==> src/rtl/spi_ad_slave_if.sv <==
// rtl/spi_ad_slave_if.sv - SPI pin and register-export bundle for spi_ad_slave
interface spi_ad_slave_if;
  logic         csb;
  logic         sclk;
  logic         sdio_i;
  logic         sdio_o;
  logic         sdio_oe;
  logic [127:0] cfg_regs;
  logic         wr_stb;
  logic [5:0]   wr_addr;
  logic [7:0]   wr_data;
  logic         frame_err;

  modport slave (
    input  csb, sclk, sdio_i,
    output sdio_o, sdio_oe, cfg_regs, wr_stb, wr_addr, wr_data, frame_err
  );

  modport master (
    output csb, sclk, sdio_i,
    input  sdio_o, sdio_oe, cfg_regs, wr_stb, wr_addr, wr_data, frame_err
  );
endinterface

==> src/rtl/spi_ad_slave.sv <==
// rtl/spi_ad_slave.sv - oversampled 3-wire SPI responder with a 16x8 register file
module spi_ad_slave #(
  parameter int          SYNC_STAGES = 2,
  parameter logic [7:0]  REG0_RST    = 8'h18
) (
  input  logic            clk,
  input  logic            reset,
  spi_ad_slave_if.slave   bus
);

  typedef enum logic [1:0] {IDLE, INSTR, DATA, DONE} state_t;

  logic [SYNC_STAGES-1:0] csb_sync, sclk_sync, sdio_sync;
  logic                   csb_d, sclk_d;
  logic                   csb_s, sclk_s, sdio_s;
  logic                   csb_fall, csb_rise, sclk_rise, sclk_fall;

  state_t      state;
  logic [4:0]  bcnt;
  logic [7:0]  rx_sr;
  logic [7:0]  rx_next;
  logic [7:0]  tx_sr;
  logic [7:0]  rd_val;
  logic        is_read;
  logic [5:0]  addr;
  logic        oe_r, sdio_o_r;
  logic        wr_stb_r, frame_err_r;
  logic [5:0]  wr_addr_r;
  logic [7:0]  wr_data_r;
  logic [7:0]  regs [16];

  // csb chain resets low so a frame already running at reset release is never seen as a new fall
  always_ff @(posedge clk) begin
    if (reset) begin
      csb_sync  <= '0;
      sclk_sync <= '0;
      sdio_sync <= '0;
      csb_d     <= 1'b0;
      sclk_d    <= 1'b0;
    end else begin
      csb_sync  <= {csb_sync[SYNC_STAGES-2:0], bus.csb};
      sclk_sync <= {sclk_sync[SYNC_STAGES-2:0], bus.sclk};
      sdio_sync <= {sdio_sync[SYNC_STAGES-2:0], bus.sdio_i};
      csb_d     <= csb_s;
      sclk_d    <= sclk_s;
    end
  end

  assign csb_s     = csb_sync[SYNC_STAGES-1];
  assign sclk_s    = sclk_sync[SYNC_STAGES-1];
  assign sdio_s    = sdio_sync[SYNC_STAGES-1];
  assign csb_fall  = ~csb_s & csb_d;
  assign csb_rise  = csb_s & ~csb_d;
  assign sclk_rise = sclk_s & ~sclk_d;
  assign sclk_fall = ~sclk_s & sclk_d;

  assign rx_next = {rx_sr[6:0], sdio_s};
  assign rd_val  = (rx_next[5:4] == 2'b00) ? regs[rx_next[3:0]] : 8'h00;

  always_ff @(posedge clk) begin
    if (reset) begin
      state       <= IDLE;
      bcnt        <= 5'd0;
      rx_sr       <= 8'h00;
      tx_sr       <= 8'h00;
      is_read     <= 1'b0;
      addr        <= 6'd0;
      oe_r        <= 1'b0;
      sdio_o_r    <= 1'b0;
      wr_stb_r    <= 1'b0;
      wr_addr_r   <= 6'd0;
      wr_data_r   <= 8'h00;
      frame_err_r <= 1'b0;
      for (int i = 0; i < 16; i++) regs[i] <= (i == 0) ? REG0_RST : 8'h00;
    end else begin
      wr_stb_r    <= 1'b0;
      frame_err_r <= 1'b0;
      case (state)
        IDLE: begin
          oe_r <= 1'b0;
          if (csb_fall) begin
            state <= INSTR;
            bcnt  <= 5'd0;
            rx_sr <= 8'h00;
          end
        end
        INSTR, DATA: begin
          if (csb_rise) begin
            state       <= IDLE;
            oe_r        <= 1'b0;
            frame_err_r <= 1'b1;
          end else if (sclk_rise) begin
            rx_sr <= rx_next;
            bcnt  <= bcnt + 5'd1;
            if (state == INSTR && bcnt == 5'd7) begin
              is_read <= rx_next[7];
              addr    <= rx_next[5:0];
              tx_sr   <= rd_val;
              state   <= DATA;
            end else if (state == DATA && bcnt == 5'd15) begin
              state <= DONE;
              if (!is_read) begin
                wr_stb_r  <= 1'b1;
                wr_addr_r <= addr;
                wr_data_r <= rx_next;
                if (addr[5:4] == 2'b00) regs[addr[3:0]] <= rx_next;
              end
            end
          end else if (sclk_fall && state == DATA && is_read) begin
            oe_r     <= 1'b1;
            sdio_o_r <= tx_sr[7];
            tx_sr    <= {tx_sr[6:0], 1'b0};
          end
        end
        DONE: begin
          if (csb_rise) begin
            state <= IDLE;
            oe_r  <= 1'b0;
          end else if (sclk_fall) begin
            oe_r <= 1'b0;
          end
        end
        default: state <= IDLE;
      endcase
    end
  end

  always_comb begin
    bus.cfg_regs = '0;
    for (int n = 0; n < 16; n++) bus.cfg_regs[8*n +: 8] = regs[n];
  end

  // gating with csb_s drops the driver in the cycle the abort is seen, not one later
  assign bus.sdio_oe   = oe_r & ~csb_s;
  assign bus.sdio_o    = sdio_o_r;
  assign bus.wr_stb    = wr_stb_r;
  assign bus.wr_addr   = wr_addr_r;
  assign bus.wr_data   = wr_data_r;
  assign bus.frame_err = frame_err_r;

endmodule

==> src/flat_wrapper.sv <==
// flat-port wrapper written by rule: the top's interface ports become plain ports
module spi_ad_slave_flat 
#(
  parameter int          SYNC_STAGES = 2,
  parameter logic [7:0]  REG0_RST    = 8'h18
)
  (clk, reset, bus_csb, bus_sclk, bus_sdio_i, bus_sdio_o, bus_sdio_oe, bus_cfg_regs, bus_wr_stb, bus_wr_addr, bus_wr_data, bus_frame_err);
  spi_ad_slave_if bus_i ();
  input  logic clk;
  input  logic reset;
  input wire logic [$bits(bus_i.csb)-1:0] bus_csb;
  input wire logic [$bits(bus_i.sclk)-1:0] bus_sclk;
  input wire logic [$bits(bus_i.sdio_i)-1:0] bus_sdio_i;
  output wire logic [$bits(bus_i.sdio_o)-1:0] bus_sdio_o;
  output wire logic [$bits(bus_i.sdio_oe)-1:0] bus_sdio_oe;
  output wire logic [$bits(bus_i.cfg_regs)-1:0] bus_cfg_regs;
  output wire logic [$bits(bus_i.wr_stb)-1:0] bus_wr_stb;
  output wire logic [$bits(bus_i.wr_addr)-1:0] bus_wr_addr;
  output wire logic [$bits(bus_i.wr_data)-1:0] bus_wr_data;
  output wire logic [$bits(bus_i.frame_err)-1:0] bus_frame_err;
  assign bus_i.csb = bus_csb;
  assign bus_i.sclk = bus_sclk;
  assign bus_i.sdio_i = bus_sdio_i;
  assign bus_sdio_o = bus_i.sdio_o;
  assign bus_sdio_oe = bus_i.sdio_oe;
  assign bus_cfg_regs = bus_i.cfg_regs;
  assign bus_wr_stb = bus_i.wr_stb;
  assign bus_wr_addr = bus_i.wr_addr;
  assign bus_wr_data = bus_i.wr_data;
  assign bus_frame_err = bus_i.frame_err;
  spi_ad_slave #(.SYNC_STAGES(SYNC_STAGES), .REG0_RST(REG0_RST)) u_core (.clk(clk), .reset(reset), .bus(bus_i));
endmodule
==> config.mk <==
export PLATFORM = sky130hd
export DESIGN_NAME = spi_ad_slave_flat
export DESIGN_NICKNAME = d
export VERILOG_FILES = /design/src/rtl/spi_ad_slave_if.sv /design/src/rtl/spi_ad_slave.sv /design/src/flat_wrapper.sv
export SDC_FILE = /design/constraint.sdc
export NUM_CORES = 1
export LEC_CHECK = 0
export ABC_AREA = 1
export CAP_MARGIN = 20
export CORE_ASPECT_RATIO = 1.4
export CORE_UTILIZATION = 57
export DETAILED_ROUTE_END_ITERATION = 10
export GPL_ROUTABILITY_DRIVEN = 0
export PLACE_DENSITY = 0.93
export SLEW_MARGIN = 20
export SYNTH_ARGS = -nofsm -noshare
export SYNTH_HDL_FRONTEND = slang
export SYNTH_SLANG_ARGS = --single-unit
==> constraint.sdc <==
create_clock -name clk -period 4 [get_ports clk]
set_input_delay 1.2 -clock clk [delete_from_list [all_inputs] [get_ports clk]]
set_output_delay 1.2 -clock clk [all_outputs]
set_load 0.005 [all_outputs]
# --- Yosys cells after proc, flatten, opt, wreduce, memory -nomap -nowiden ---
# Memory sizes are Yosys's and may differ from the RTL's.
# Index checks and enable logic that the tools add are counted.
word_totals:
  register_bits: 55
  ramBits: 128
  elab_cells: 110
  memories: 1
  output_inout_bits: 146
  in_bits: 5
classes:
  muxes: 41
  reduce_logical: 20
  n_eq_ne: 15
  bitwise: 15
  add_sub_neg: 1
memory_table:
  columns: ["memory", "words", "width", "read_ports", "rd_ports_with_merged_regs", "write_ports", "line_no", "source"]
  rows:
  - ["u_core.regs", 16, 8, 17, 0, 16, "spi_ad_slave.sv:30", "logic [7:0] regs [16];"]
op_table:
  columns: ["op", "n"]
  rows:
  - ["2-to-1 mux 8 bit", 5]
  - ["2-to-1 mux 7 bit", 3]
  - ["AND reduction 4 bit", 5]
  - ["2-to-1 mux 1 bit", 19]
  - ["2-to-1 mux 5 bit", 3]
  - ["case mux 7 bit (2 select lines)", 1]
  - ["2-to-1 mux 2 bit", 6]
  - ["NOT 1 bit", 10]
  - ["case mux 5 bit (2 select lines)", 1]
  - ["!= test 3 x 1 -> 1 bit (second input constant)", 3]
  - ["OR reduction 8 bit", 1]
  - ["logical NOT 2 bit", 3]
  - ["!= test 2 x 1 -> 1 bit (second input constant)", 3]
  - ["case mux 2 bit (3 select lines)", 1]
  - ["AND reduction 6 bit", 1]
  - ["OR reduction 6 bit", 1]
  - ["adder 5 x 1 -> 5 bit (second input constant)", 1]
  - ["AND 1 bit", 5]
  - ["== test 5 x 3 -> 1 bit (second input constant)", 1]
  - ["== test 5 x 4 -> 1 bit (second input constant)", 1]
  - ["== test 2 bit (second input constant)", 2]
  - ["logical AND 1 bit", 4]
  - ["2-to-1 mux 4 bit", 1]
  - ["!= test 2 bit (second input constant)", 2]
  - ["7 further kinds", 9]

# --- Longest topological paths before layout ---
logic_depth:
  depth_word: 12
  depth_mapped: 11

# --- Worst setup path before layout ---
# No wires, ideal clock.
synth_path:
  path_kind: "input to register"
  start: "in reset"
  end: "mem u_core.regs[1][0], enable pin"
  cell_stages: 5
  slack_ns: 1.391
  setup_time_ns: 0.329
  required_time_ns: 3.671
  arrival_time_ns: 2.280
  path_buffers: 0
  path_cell_list: "nor4_1 nand3_2 nor2_4 nand2_2 nand2_1"
synth_lines:
  columns: ["item", "line_no", "source"]
  rows:
  - ["start: declaration", "flat_wrapper.sv:10", "input logic reset;"]
  - ["end: declaration", "spi_ad_slave.sv:30", null]

==> results.py <==
metrics = {
    "drt": {
        "route.detailed.drc": 0,
        "average_wire_per_cell_in_the_routed_design_um": 18.54,
        "antenna_violating_nets_left": 0,
        "drt_pre_antenna_iters": 7,
        "drt-vias-per-instance": 5.732,
        "drt_iter0_markers": 999,
        "wl_um": 24860,
        "route.vias.total": 7686,
    },
    "timing": {
        "slew_of_the_pin_with_the_lowest_slew_margin_ns": 1.017,
        "peak_clock_frequency_supported_by_timing_mhz": 329.8,
        "worst_clock_skew_ns": 0.009563,
        "finalCriticalPeriod_ns": 3.032,
        "setup_tns_final_ns": 0,
        "timing.slew.headroom": 0.3213,
        "timing.final.max_slew_violations": 0,
        "grt_setup_unrepaired": "no",
        "period_share": 0.7580,
        "report.final.hold_viol_count": 0,
        "number_of_failing_setup_endpoints_in_the_final_timing_report": 0,
    },
    "global_route": {
        "vias_in_the_first_global_route": 7447,
        "grt_first_pass_wirelength_um": 38390,
        "overflow": 0,
        "groute.usage.overall": 0.3316,
        "grt_start_max_net_pins": 67,
        "antenna_found_initial": 0,
    },
    "layout": {
        "commonest_non_fill_non_tap_cell_in_the_layout": "sky130_fd_sc_hd__nand2_1",
        "net_count_final": 1150,
        "n_antenna_cell": 0,
        "area_growth_syn_to_layout_pct": 26.14,
        "instances_no_fill": 1341,
        "finish.utilization": 0.7361,
        "final_layout_size_suffix_gt1_frac": 0.05903,
        "layout.cells.most_common_list": "sky130_fd_sc_hd__nand2_1 (237), sky130_fd_sc_hd__nor2_1 (163), sky130_fd_sc_hd__clkdlybuf4s50_1 (150)",
    },
    "cts": {
        "post-cts-setup-buffers": 0,
        "clkSlewWorstSetupHoldPaths_ns": 0.07,
        "clk-insertion-delay-late_ns": 0.43,
        "cts_max_level": 4,
        "cts_buffers": 17,
        "cts-hold-fix-buffers": 0,
        "cts_num_sinks": 183,
        "cts.root.buffer_cell": "sky130_fd_sc_hd__clkbuf_16",
        "cts_tree": "yes",
        "cts-root-to-sink-buffers": 2,
        "post_cts_resize_count": 0,
    },
    "floorplan": {
        "placement_rows": 52,
        "start_util": 0.5836,
        "floorplan.die.height_um": 146.2,
        "core-area_sq_um": 14510,
        "top_level_ports": 151,
        "fp.dieW_um": 105.0,
        "die_area_sq_um": 15350,
    },
    "setup_path": {
        "timing.critical_path.required_ns": 4.10,
        "startpoint_type": "input port",
        "critical_path_sink_type": "register",
        "cp_max_fo": 9,
        "crit_path_cell_trace": "clkdlybuf4s50_1 > nor4_1 > nand3_2 > nor2_4 > nand2_2 > nand2_1",
        "crit_type": "input port to register",
        "worst_path_dominant_cell_family": "simple AND/OR/NAND/NOR gates",
        "cp_slowest_cell": "sky130_fd_sc_hd__clkdlybuf4s50_1",
        "cp.arrival_ns": 3.13,
        "cpPeakStageDelay_ns": 0.43,
        "combined_buffer_and_inverter_count_along_the_critical_path": 1,
    },
    "logic_synthesis": {
        "mappedNetlistArea_sq_um": 8467,
        "netlist_top_cells_area": "sky130_fd_sc_hd__edfxtp_1 (45%), sky130_fd_sc_hd__dfxtp_1 (13%), sky130_fd_sc_hd__nand2_1 (11%)",
        "avgSynthCellArea_sq_um": 8.383,
        "ys_warn_count": 0,
        "synth_ff_type": "sky130_fd_sc_hd__edfxtp_1",
        "ys_types": 25,
        "synth_edf_count": 128,
        "synth_area_leader_cell": "sky130_fd_sc_hd__edfxtp_1",
        "share_of_the_synthesized_area_in_the_top_cell_type": 0.4540,
        "mappedNetlistNets": 1021,
        "syn_inst_count": 1010,
        "postSynth.asyncResetShare": 0,
        "ys_seq_area_frac": 0.5840,
        "synth.ff_latch_count": 183,
    },
    "run_status": {
        "outcome": "completed",
    },
    "place": {
        "port_buffers": 150,
        "detailedPlacementHpwl_um": 16460,
        "cell_total_after_placement": 1309,
    },
    "power": {
        "power_density_nw_per_um2": 388.0,
        "worst_ir_drop_vdd_v": 0.0003006,
        "power.static_leakage_nw": 4.226,
    },
    "run": {
        "maxCapViolations": 0,
    },
    "worst_hold_path": {
        "timing.hold.worst.class": "register to register",
    },
}
stage by stage:
stage	hold WS, ns	total power, W	instance area (sq um)	setup slack, ns
global placement	0.3827	0.002497	10100	0.7547
finish	0.4094	0.004143	10680	0.9682
CTS	0.4114	0.004121	10680	1.020
detailed placement	0.4013	0.002507	10100	0.6944
floorplan	0.3883	0.002319	8467	1.391
global route	0.4265	0.004237	10680	0.9348
path summary, 6_finish.rpt:
check	to	from	slack (ns)	cells after the start
worst max-delay path	u_core.regs[4][3]	reset	0.97	6
worst min-delay path	u_core.sdio_sync[1]	u_core.sdio_sync[0]	0.41	2
worst max register to register	u_core.regs[4][3]	u_core.bcnt[0]	1.14	10
worst min register to register	u_core.sdio_sync[1]	u_core.sdio_sync[0]	0.41	2
synthesized netlist by cell type, types with 2 or more instances:
library cell / n
sky130_fd_sc_hd__nand2_1: 237
sky130_fd_sc_hd__nor2_1: 163
sky130_fd_sc_hd__inv_1: 142
sky130_fd_sc_hd__edfxtp_1: 128
sky130_fd_sc_hd__nand3_1: 119
sky130_fd_sc_hd__dfxtp_1: 55
sky130_fd_sc_hd__a21oi_1: 41
sky130_fd_sc_hd__clkbuf_1: 36
sky130_fd_sc_hd__o21ai_0: 31
sky130_fd_sc_hd__nand2_2: 17
sky130_fd_sc_hd__buf_1: 9
sky130_fd_sc_hd__ha_1: 6
sky130_fd_sc_hd__buf_2: 5
sky130_fd_sc_hd__clkinv_1: 4
sky130_fd_sc_hd__nor2_4: 4
sky130_fd_sc_hd__inv_2: 2
sky130_fd_sc_hd__nand4_1: 2
sky130_fd_sc_hd__nor3_1: 2
worst reg2reg max path, stage by stage, from the launching register on:
cell and delay [ns]:
sky130_fd_sc_hd__dfxtp_1 0.38, sky130_fd_sc_hd__ha_1 0.22, sky130_fd_sc_hd__nand2_1 0.11, sky130_fd_sc_hd__nor2_1 0.12, sky130_fd_sc_hd__ha_1 0.19, sky130_fd_sc_hd__nand2_1 0.08, sky130_fd_sc_hd__nor4_1 0.31, sky130_fd_sc_hd__nand3_2 0.30
sky130_fd_sc_hd__nor2_4 0.31, sky130_fd_sc_hd__nand2_2 0.17, sky130_fd_sc_hd__nand2_1 0.35
power by group:
| group | internal [W] | total, W | switching, W |
|---|---|---|---|
| logic | 0.000155 | 0.000336 | 0.000182 |
| clock network | 0.000924 | 0.00166 | 0.000740 |
| registers | 0.00209 | 0.00214 | 0.0000542 |
| total | 0.00317 | 0.00414 | 0.000976 |
logic make-up after synthesis:
group | Yosys count | share of synthesized area
simple gates | 550 | 0.2753
buf+inv | 198 | 0.08852
flops | 183 | 0.5840
compound gates | 73 | 0.04330
fa+ha+maj | 6 | 0.008866
sequential cells by signal, indices dropped and copies added (netlist names):
| signal | cells |
|---|---|
| u_core.is_read | 1 |
| u_core.sclk_d | 1 |
| u_core.bus.wr_addr | 6 |
| u_core.bus.frame_err | 1 |
| u_core.bus.wr_data | 8 |
| u_core.regs | 128 |
| u_core.state | 2 |
| u_core.sdio_sync | 2 |
| u_core.oe_r | 1 |
| u_core.csb_d | 1 |
| u_core.bus.sdio_o | 1 |
| u_core.addr | 6 |
| u_core.rx_sr | 7 |
| u_core.bcnt | 5 |
| u_core.sclk_sync | 2 |
| u_core.bus.wr_stb | 1 |
| u_core.tx_sr | 8 |
| u_core.csb_sync | 2 |
metal layers:
layer  global-route usage  wire (um)
met3              0.07634       2799
met4               0.1972       1339
met2               0.5699      12600
met1               0.3753       8115
met5                    0          0
cell type report:
type	instances	area (sq um)
clock buffers	21	471.7
clock inverters	11	108.9
fillers	942	3829
inverters	148	555.5
multi-input cells	629	2773
flip-flops and latches	183	4946
well taps	189	236.5
repair buffers	160	1589
(Power assumes the default switching activity.)
